===== src/rtl/sat_round_pkg.sv =====
// sat_round_pkg: shared constants and configuration check for the saturating requantizer
package sat_round_pkg;
   localparam logic RND_FLOOR   = 1'b0;
   localparam logic RND_HALF_UP = 1'b1;
   function automatic bit cfg_ok(input int dsize, input int csize, input int osize);
      return csize < dsize && csize + osize <= dsize;
   endfunction
endpackage


===== src/rtl/sat_round_lane.sv =====
// sat_round_lane: one channel of shift/round (S1) and clamp/sat-flag (S2) datapath
module sat_round_lane
   import sat_round_pkg::*;
#(
   parameter int DSIZE  = 16,
   parameter int CSIZE  = 4,
   parameter int OSIZE  = 8,
   parameter int SIGNED = 0
) (
   input  logic             clock,
   input  logic             rst_n,
   input  logic             s1_en,
   input  logic             s2_en,
   input  logic             rnd,
   input  logic [DSIZE-1:0] din,
   output logic [OSIZE-1:0] dout,
   output logic             sat
);
   localparam int LSIZE = DSIZE - CSIZE - OSIZE;
   localparam int W     = DSIZE + 2;
   localparam int RSH   = LSIZE > 0 ? LSIZE - 1 : 0;
   localparam logic signed [W-1:0] HALF = LSIZE > 0 ? {{(W-1){1'b0}}, 1'b1} << RSH : '0;
   localparam logic signed [W-1:0] HI = SIGNED != 0 ? {{(W-OSIZE+1){1'b0}}, {(OSIZE-1){1'b1}}}
                                                    : {{(W-OSIZE){1'b0}}, {OSIZE{1'b1}}};
   localparam logic signed [W-1:0] LO = SIGNED != 0 ? {{(W-OSIZE+1){1'b1}}, {(OSIZE-1){1'b0}}} : '0;
   logic signed [W-1:0] sum, y_d, y_q;
   logic [OSIZE-1:0] dout_d, dout_q;
   logic sat_d, sat_q;
   // S1: extend with headroom so the rounding carry never wraps, then floor-shift
   always_comb begin
      sum = $signed({{2{SIGNED != 0 && din[DSIZE-1]}}, din}) + (rnd == RND_HALF_UP ? HALF : '0);
      y_d = s1_en ? sum >>> LSIZE : y_q;
   end
   // S2: clamp to the output range and flag any clamping
   always_comb begin
      sat_d  = s2_en ? (y_q > HI || y_q < LO) : sat_q;
      dout_d = !s2_en ? dout_q : y_q > HI ? HI[OSIZE-1:0] : y_q < LO ? LO[OSIZE-1:0] : y_q[OSIZE-1:0];
   end
   // pipeline registers
   always_ff @(posedge clock) begin
      if (!rst_n) begin
         y_q    <= '0;
         dout_q <= '0;
         sat_q  <= 1'b0;
      end else begin
         y_q    <= y_d;
         dout_q <= dout_d;
         sat_q  <= sat_d;
      end
   end
   assign dout = dout_q;
   assign sat  = sat_q;
endmodule


===== src/rtl/sat_round_pipe.sv =====
// sat_round_pipe: multi-channel saturating requantizer with valid/ready pipeline and sat counter
module sat_round_pipe
   import sat_round_pkg::*;
#(
   parameter int DSIZE  = 16,
   parameter int CSIZE  = 4,
   parameter int OSIZE  = 8,
   parameter int CH     = 2,
   parameter int SIGNED = 0,
   parameter int CNT_W  = 16
) (
   input  logic                clock,
   input  logic                rst_n,
   input  logic                in_valid,
   output logic                in_ready,
   input  logic [CH*DSIZE-1:0] indata,
   input  logic                rnd_mode,
   output logic                out_valid,
   input  logic                out_ready,
   output logic [CH*OSIZE-1:0] outdata,
   output logic [CH-1:0]       out_sat,
   output logic [CNT_W-1:0]    sat_cnt,
   input  logic                cnt_clr
);
   if (!cfg_ok(DSIZE, CSIZE, OSIZE)) begin : g_bad_cfg
      $error("sat_round_pipe: need CSIZE < DSIZE and CSIZE+OSIZE <= DSIZE");
   end
   logic s1_valid_d, s1_valid_q, out_valid_d, out_valid_q, s2_load;
   logic [CNT_W-1:0] cnt_d, cnt_q;
   // shared stage control and saturating counter (clear beats a same-cycle increment)
   always_comb begin
      s2_load     = !out_valid_q || out_ready;
      in_ready    = !s1_valid_q || s2_load;
      s1_valid_d  = in_ready ? in_valid : s1_valid_q;
      out_valid_d = s2_load ? s1_valid_q : out_valid_q;
      cnt_d       = cnt_clr ? '0 : (out_valid_q && out_ready && |out_sat && !(&cnt_q)) ? cnt_q + 1'b1 : cnt_q;
   end
   // control registers
   always_ff @(posedge clock) begin
      if (!rst_n) begin
         s1_valid_q  <= 1'b0;
         out_valid_q <= 1'b0;
         cnt_q       <= '0;
      end else begin
         s1_valid_q  <= s1_valid_d;
         out_valid_q <= out_valid_d;
         cnt_q       <= cnt_d;
      end
   end
   for (genvar i = 0; i < CH; i++) begin : g_lane
      sat_round_lane #(.DSIZE(DSIZE), .CSIZE(CSIZE), .OSIZE(OSIZE), .SIGNED(SIGNED)) u_lane (
         .clock (clock),
         .rst_n (rst_n),
         .s1_en (in_valid && in_ready),
         .s2_en (s2_load && s1_valid_q),
         .rnd   (rnd_mode),
         .din   (indata[i*DSIZE +: DSIZE]),
         .dout  (outdata[i*OSIZE +: OSIZE]),
         .sat   (out_sat[i])
      );
   end
   assign out_valid = out_valid_q;
   assign sat_cnt   = cnt_q;
endmodule


===== config.mk =====
export PLATFORM = sky130hd
export DESIGN_NAME = sat_round_pipe
export DESIGN_NICKNAME = d
export VERILOG_FILES = /design/src/rtl/sat_round_pkg.sv /design/src/rtl/sat_round_lane.sv /design/src/rtl/sat_round_pipe.sv
export SDC_FILE = /design/constraint.sdc
export NUM_CORES = 1
export LEC_CHECK = 0
export ABC_AREA = 1
export CAP_MARGIN = 20
export CORE_AREA = 2 2 98 100
export DETAILED_ROUTE_END_ITERATION = 7
export DIE_AREA = 0 0 100 102
export DONT_BUFFER_PORTS = 1
export HOLD_SLACK_MARGIN = 0.1
export PLACE_DENSITY_LB_ADDON = 0.25
export SKIP_CTS_REPAIR_TIMING = 1
export SYNTH_ARGS = -nofsm -noshare
export SYNTH_HDL_FRONTEND = slang
export SYNTH_HIERARCHICAL = 1
export SYNTH_SLANG_ARGS = --single-unit

===== constraint.sdc =====
create_clock -name clock -period 1.21 [get_ports clock]
set_input_delay 0.0605 -clock clock [delete_from_list [all_inputs] [get_ports clock]]
set_output_delay 0.0605 -clock clock [all_outputs]
set_load 0.05 [all_outputs]

# Yosys cells after proc, flatten, opt, wreduce, memory -nomap -nowiden
# Cells that the tools add are included.
[word_totals]
ff_bits = 64
in_bits = 38
output_inout_bits = 36
wordCells = 37
[op_classes]
add_sub_neg = 3
order_cmp = 4
muxes = 5
n_bitwise = 1
reduce_logical = 15
[op_table]
columns = ["cell", "n"]
rows = [
  ["$add A16 B4 Y17", 2],
  ["$mux W8", 4],
  ["$gt A14 B9 Y1 const B", 2],
  ["$lt A14 B1 Y1 const B", 2],
  ["$add A16 B1 Y16 const B", 1],
  ["$reduce_and A16 Y1", 1],
  ["$logic_and A1 B1 Y1", 5],
  ["$logic_or A1 B1 Y1", 4],
  ["$mux W4", 1],
  ["$reduce_or A2 Y1", 2],
  ["$logic_not A1 Y1", 3],
  ["$not A1 Y1", 1],
]

# Depth between registers and ports, before layout
[depth]
word_depth = 4
depth_mapped = 10
mapped_depth_nobuf = 10

# Modules after synthesis
# Netlist, hierarchy kept.
[modules_own_cells]
columns = ["module", "n_inst", "cells_each", "area_each_um2", "seq_area_each_um2"]
rows = [
  ["sat_round_lane", 2, 175, 1193.6, 440.4],
  ["sat_round_pipe", 1, 172, 1149.9, 360.3],
]

# Least setup slack after synthesis
# No wires, ideal clock.
[synth_timing]
kind = "reg2reg"
from = "register out_valid_q, in the netlist out_valid"
to = "register g_lane[0].u_lane.y_q[3]"
setup_ns = 0.115
arrival_time_ns = 2.067
required_ns = 1.095
setup_slack_ns = -0.973
stages_incl_launch_ff = 9
path_buffers = 1
period_less_slack_ns = 2.183
path_cell_list = "dfxtp_1 nand3_1 nand2_1 inv_1 inv_1 buf_2 a21oi_1 o21ai_0 inv_1"
[synth_between]
elab_chain_len = 4
[synth_lines]
columns = ["element", "line_no", "text"]
rows = [
  ["from (decl)", "sat_round_pipe.sv:28", "logic s1_valid_d, s1_valid_q, out_valid_d, out_valid_q, s2_load;"],
  ["from (signal assigned)", "sat_round_pipe.sv:46", "out_valid_q <= out_valid_d;"],
  ["$logic_not A1 Y1", "sat_round_pipe.sv:32", "s2_load = !out_valid_q || out_ready;"],
  ["$logic_or A1 B1 Y1", "sat_round_pipe.sv:32", ""],
  ["$logic_or A1 B1 Y1", "sat_round_pipe.sv:33", "in_ready = !s1_valid_q || s2_load;"],
  ["via in_ready", "sat_round_pipe.sv:15", "output logic in_ready,"],
  ["$logic_and A1 B1 Y1", "sat_round_pipe.sv:54", ".s1_en (in_valid && in_ready),"],
  ["to (signal assigned)", "sat_round_lane.sv:46", "y_q <= y_d;"],
  ["to (decl)", "sat_round_lane.sv:26", "logic signed [W-1:0] sum, y_d, y_q;"],
]
# The timed path passes the listed nets, and every way through them passes these cells.
# A chain may end at the register's enable or synchronous reset.

# Worst setup path in the final report
[layout_timing]
from = "register out_valid_q, in the netlist out_valid"
to = "register g_lane[1].u_lane.dout_q[0]"
[layout_between]
elab_chain_len = 3
[layout_lines]
columns = ["element", "line_no", "text"]
rows = [
  ["$logic_not A1 Y1", "sat_round_pipe.sv:32", ""],
  ["$logic_or A1 B1 Y1", "sat_round_pipe.sv:32", ""],
  ["$logic_and A1 B1 Y1", "sat_round_pipe.sv:55", ".s2_en (s2_load && s1_valid_q),"],
  ["to (signal assigned)", "sat_round_lane.sv:47", "dout_q <= dout_d;"],
  ["to (decl)", "sat_round_lane.sv:27", "logic [OSIZE-1:0] dout_d, dout_q;"],
]
# Every way passes these cells.

==> impl_metrics.env <==
export IMPL_outcome="finished, violations left"
export IMPL_violations="negative setup slack"
export IMPL_path_buf_inv=3
export IMPL_cp_cell_sequence="buf_6 -> a21oi_4 -> buf_4 -> clkbuf_16 -> nand2_1 -> o21ai_0 -> a21oi_1"
export IMPL_ir_worst_vdd_v=0.0004663
export IMPL_tritoncts="yes"
export IMPL_slew_violations=0
export IMPL_ys_ff_latch=62
export IMPL_power_internal_mw=3.535
export IMPL_antenna_found_initial=0
export IMPL_r2r_cells=7
export IMPL_drv_cap=0
export IMPL_cts_htree_levels=3
export IMPL_syn_to_final_growth_pct=46.73
export IMPL_slowest_stage="dfxtp_4"
export IMPL_setup_slack_ns=-0.1433
export IMPL_synth_cell_area_sq_um=3537
export IMPL_root_buffer="clkbuf_8"
export IMPL_hold_depth=3
export IMPL_comb_power_share=0.212
export IMPL_clock_latency_ns=0.34
export IMPL_grt_busiest_layer="met2"
export IMPL_fin_crit_ns=1.353
export IMPL_ant_nets=0
export IMPL_fmax_ghz=0.7389
export IMPL_grt_util_all_layers=0.1782
export IMPL_row_count=35
export IMPL_synthesis_nets=563
export IMPL_setup_violations_final=32
export IMPL_finClkSkew_ns=0.006285
export IMPL_start_kind="register"
export IMPL_nNetsFinal=676
export IMPL_grt_met1_usage=0.2397
export IMPL_worstPathMaxFanout=8
export IMPL_drive_gt1_frac=0.3453
export IMPL_wire_per_inst_um=13.17
export IMPL_die_y_um=102
export IMPL_yosysWarnings=6
export IMPL_grt_pass1_vias=3143
export IMPL_die_w_um=100
export IMPL_pwr_share_seq=0.430
export IMPL_rsz0062_at_grt="yes"
export IMPL_drt_pass1_iterations=4
export IMPL_clock_sinks=62
export IMPL_port_buffers=0
export IMPL_syn_mean_instance_area_sq_um=6.776
export IMPL_wirelength_um=9891
export IMPL_path_delay_family="buffers and inverters"
export IMPL_switching_share=0.3102
export IMPL_post_route_period_util=1.118
export IMPL_overflow=0
export IMPL_die_area_sq_um=10200
export IMPL_cts_clk_slew_worst_paths_ns=0.07
export IMPL_clk_path_buf_depth=2
export IMPL_cp_end_kind="register"
export IMPL_synth_cells=522
export IMPL_leakagePower_nw=2.407
export IMPL_yosysSeqAreaShare=0.3509
export IMPL_hold_violations=0
export IMPL_crit_required_ns=1.43
export IMPL_drt_iter0_drc=98
export IMPL_max_stage_delay_ns=0.37
export IMPL_hold_slack_ns=0.08645
export IMPL_core_sq_um=9109
export IMPL_arrival_ns=1.57
export IMPL_max_slew_worst_pin_slew_ns=0.2837
export IMPL_dpl_hpwl_um=6771
export IMPL_numCtsBuffers=9
export IMPL_via_per_inst=4.887
export IMPL_grt_pass1_wl_um=14600
export IMPL_initial_utilization=0.3883
export IMPL_drc=0
export IMPL_grt_met2_usage=0.2864
export IMPL_grt_max_degree=21
export IMPL_met3_usage=0.03762
export IMPL_clkPwrFrac=0.358
export IMPL_dp_slack_ns=-0.1371
export IMPL_max_slew_margin=0.8103
export IMPL_critPathKind="register to register"
export IMPL_via_count=3670
export IMPL_antenna_cells=0
export IMPL_place_congestion=0.8542
export IMPL_pwr_density_cell_nw_per_um2=987.5
export IMPL_yosysUniqueCellTypes=31
export IMPL_path_depth=7
export IMPL_switching_power_mw=1.590
export IMPL_ios=74
export IMPL_hold_class="input pin to register"
[worst reg2reg max path, cell delays in order (launching register included)]
cell and delay [ns]:
dfxtp_4 0.37, buf_6 0.12, a21oi_4 0.23, buf_4 0.18
clkbuf_16 0.14, nand2_1 0.05, o21ai_0 0.06, a21oi_1 0.08
[worst paths after layout]
check	from	end	slack, ns
min reg2reg	g_lane[0].u_lane/y_q[0]	g_lane[0].u_lane/y_q[0]	0.46
min	rst_n	g_lane[0].u_lane/sat	0.09
max	out_valid	g_lane[1].u_lane/dout[0]	-0.14
max reg2reg	out_valid	g_lane[1].u_lane/dout[0]	-0.14
[area by class of cell]
cell class | instances | area [sq um]
clock buffer | 12 | 177.7
clock inverter | 4 | 26.28
inverter | 78 | 330.3
fill | 849 | 3919
tap | 111 | 138.9
sequential | 62 | 1311
timing repair buffer | 113 | 999.7
multi-input combinational | 371 | 2206
[sequential cells by signal, indices dropped and copies added (netlist names)]
| name | count |
|---|---|
| g_lane.u_lane/dout | 16 |
| g_lane.u_lane/sat | 2 |
| g_lane.u_lane/y_q | 26 |
| out_valid | 1 |
| s1_valid_q | 1 |
| sat_cnt | 16 |
[power groups by stage]
stage	sequential, mW	clock [mW]	combinational (mW)
floorplan	2.44	0	0.452
global placement	2.24	0	0.845
detailed placement	2.24	0	0.856
CTS	2.19	1.87	0.859
global route	2.22	2.00	1.17
finish	2.21	1.83	1.09
[cell usage in the layout (no fill, tap or decap), types with 9 or more instances in the layout]
master / n
nor2_4: 10
dfxtp_4: 18
nand4_1: 13
a21oi_1: 28
o21ai_1: 13
buf_4: 75
nor2_1: 56
clkbuf_8: 9
dfxtp_1: 42
o21ai_0: 11
dlygate4sd3_1: 28
nand2_2: 12
nand2_1: 111
inv_1: 69
nand3_1: 26
nand3_2: 11
a21oi_2: 16
nor2_2: 16
[metrics by stage]
stage | instance area [sq um] | cells | TNS (ns) | util | power, mW
after global placement | 4367 | 687 | -0.4788 | 0.4794 | 3.082
after global routing | 5190 | 751 | -5.800 | 0.5698 | 5.386
after detailed placement | 4367 | 687 | -1.082 | 0.4794 | 3.097
after floorplan | 3805 | 522 | -2.795 | - | 2.897
final | 5190 | 751 | -2.825 | 0.5698 | 5.125
after CTS | 4571 | 703 | -1.501 | 0.5018 | 4.923
[cell usage after synthesis]
library cell	n	area [sq um]
nand2_1	118	442.9
inv_1	72	270.3
nor2_1	66	247.7
dfxtp_1	62	1241
a21oi_1	41	205.2
nand3_1	36	180.2
o21ai_0	22	110.1
nand4_1	13	81.33
nor2_2	10	62.56
o21ai_1	8	40.04
nand2_2	7	43.79
buf_2	6	30.03
nor2_4	6	67.56
xor2_1	6	52.55
clkbuf_1	5	18.77
nor2_8	5	100.1
xnor2_1	5	43.79
a21oi_2	4	35.03
nand2_4	4	45.04
nand3_2	4	40.04
nand3b_1	4	30.03
ha_1	3	37.54
inv_2	3	11.26
a31oi_1	2	12.51
buf_4	2	15.01
inv_4	2	12.51
o21ai_2	2	17.52
and2_1	1	6.260
clkinv_4	1	8.760
nand2_8	1	20.02
nor3b_1	1	7.510
[cell families after synthesis]
logic type,count (synthesis),share of synthesized area
xor+xnor,11,0.02724
simple gates,276,0.3888
buf+inv,91,0.1036
compound gates,79,0.1189
fa+ha+maj,3,0.01061
flops,62,0.3509
[per-layer routing]
| metal | wire (um) | vias up |
|---|---|---|
| met5 | 0 | - |
| met4 | 115 | 0 |
| met3 | 423 | 11 |
| met2 | 4802 | 88 |
| met1 | 4549 | 1681 |
| li1 | - | 1890 |
No activity file was read; power rests on OpenSTA's default activity.
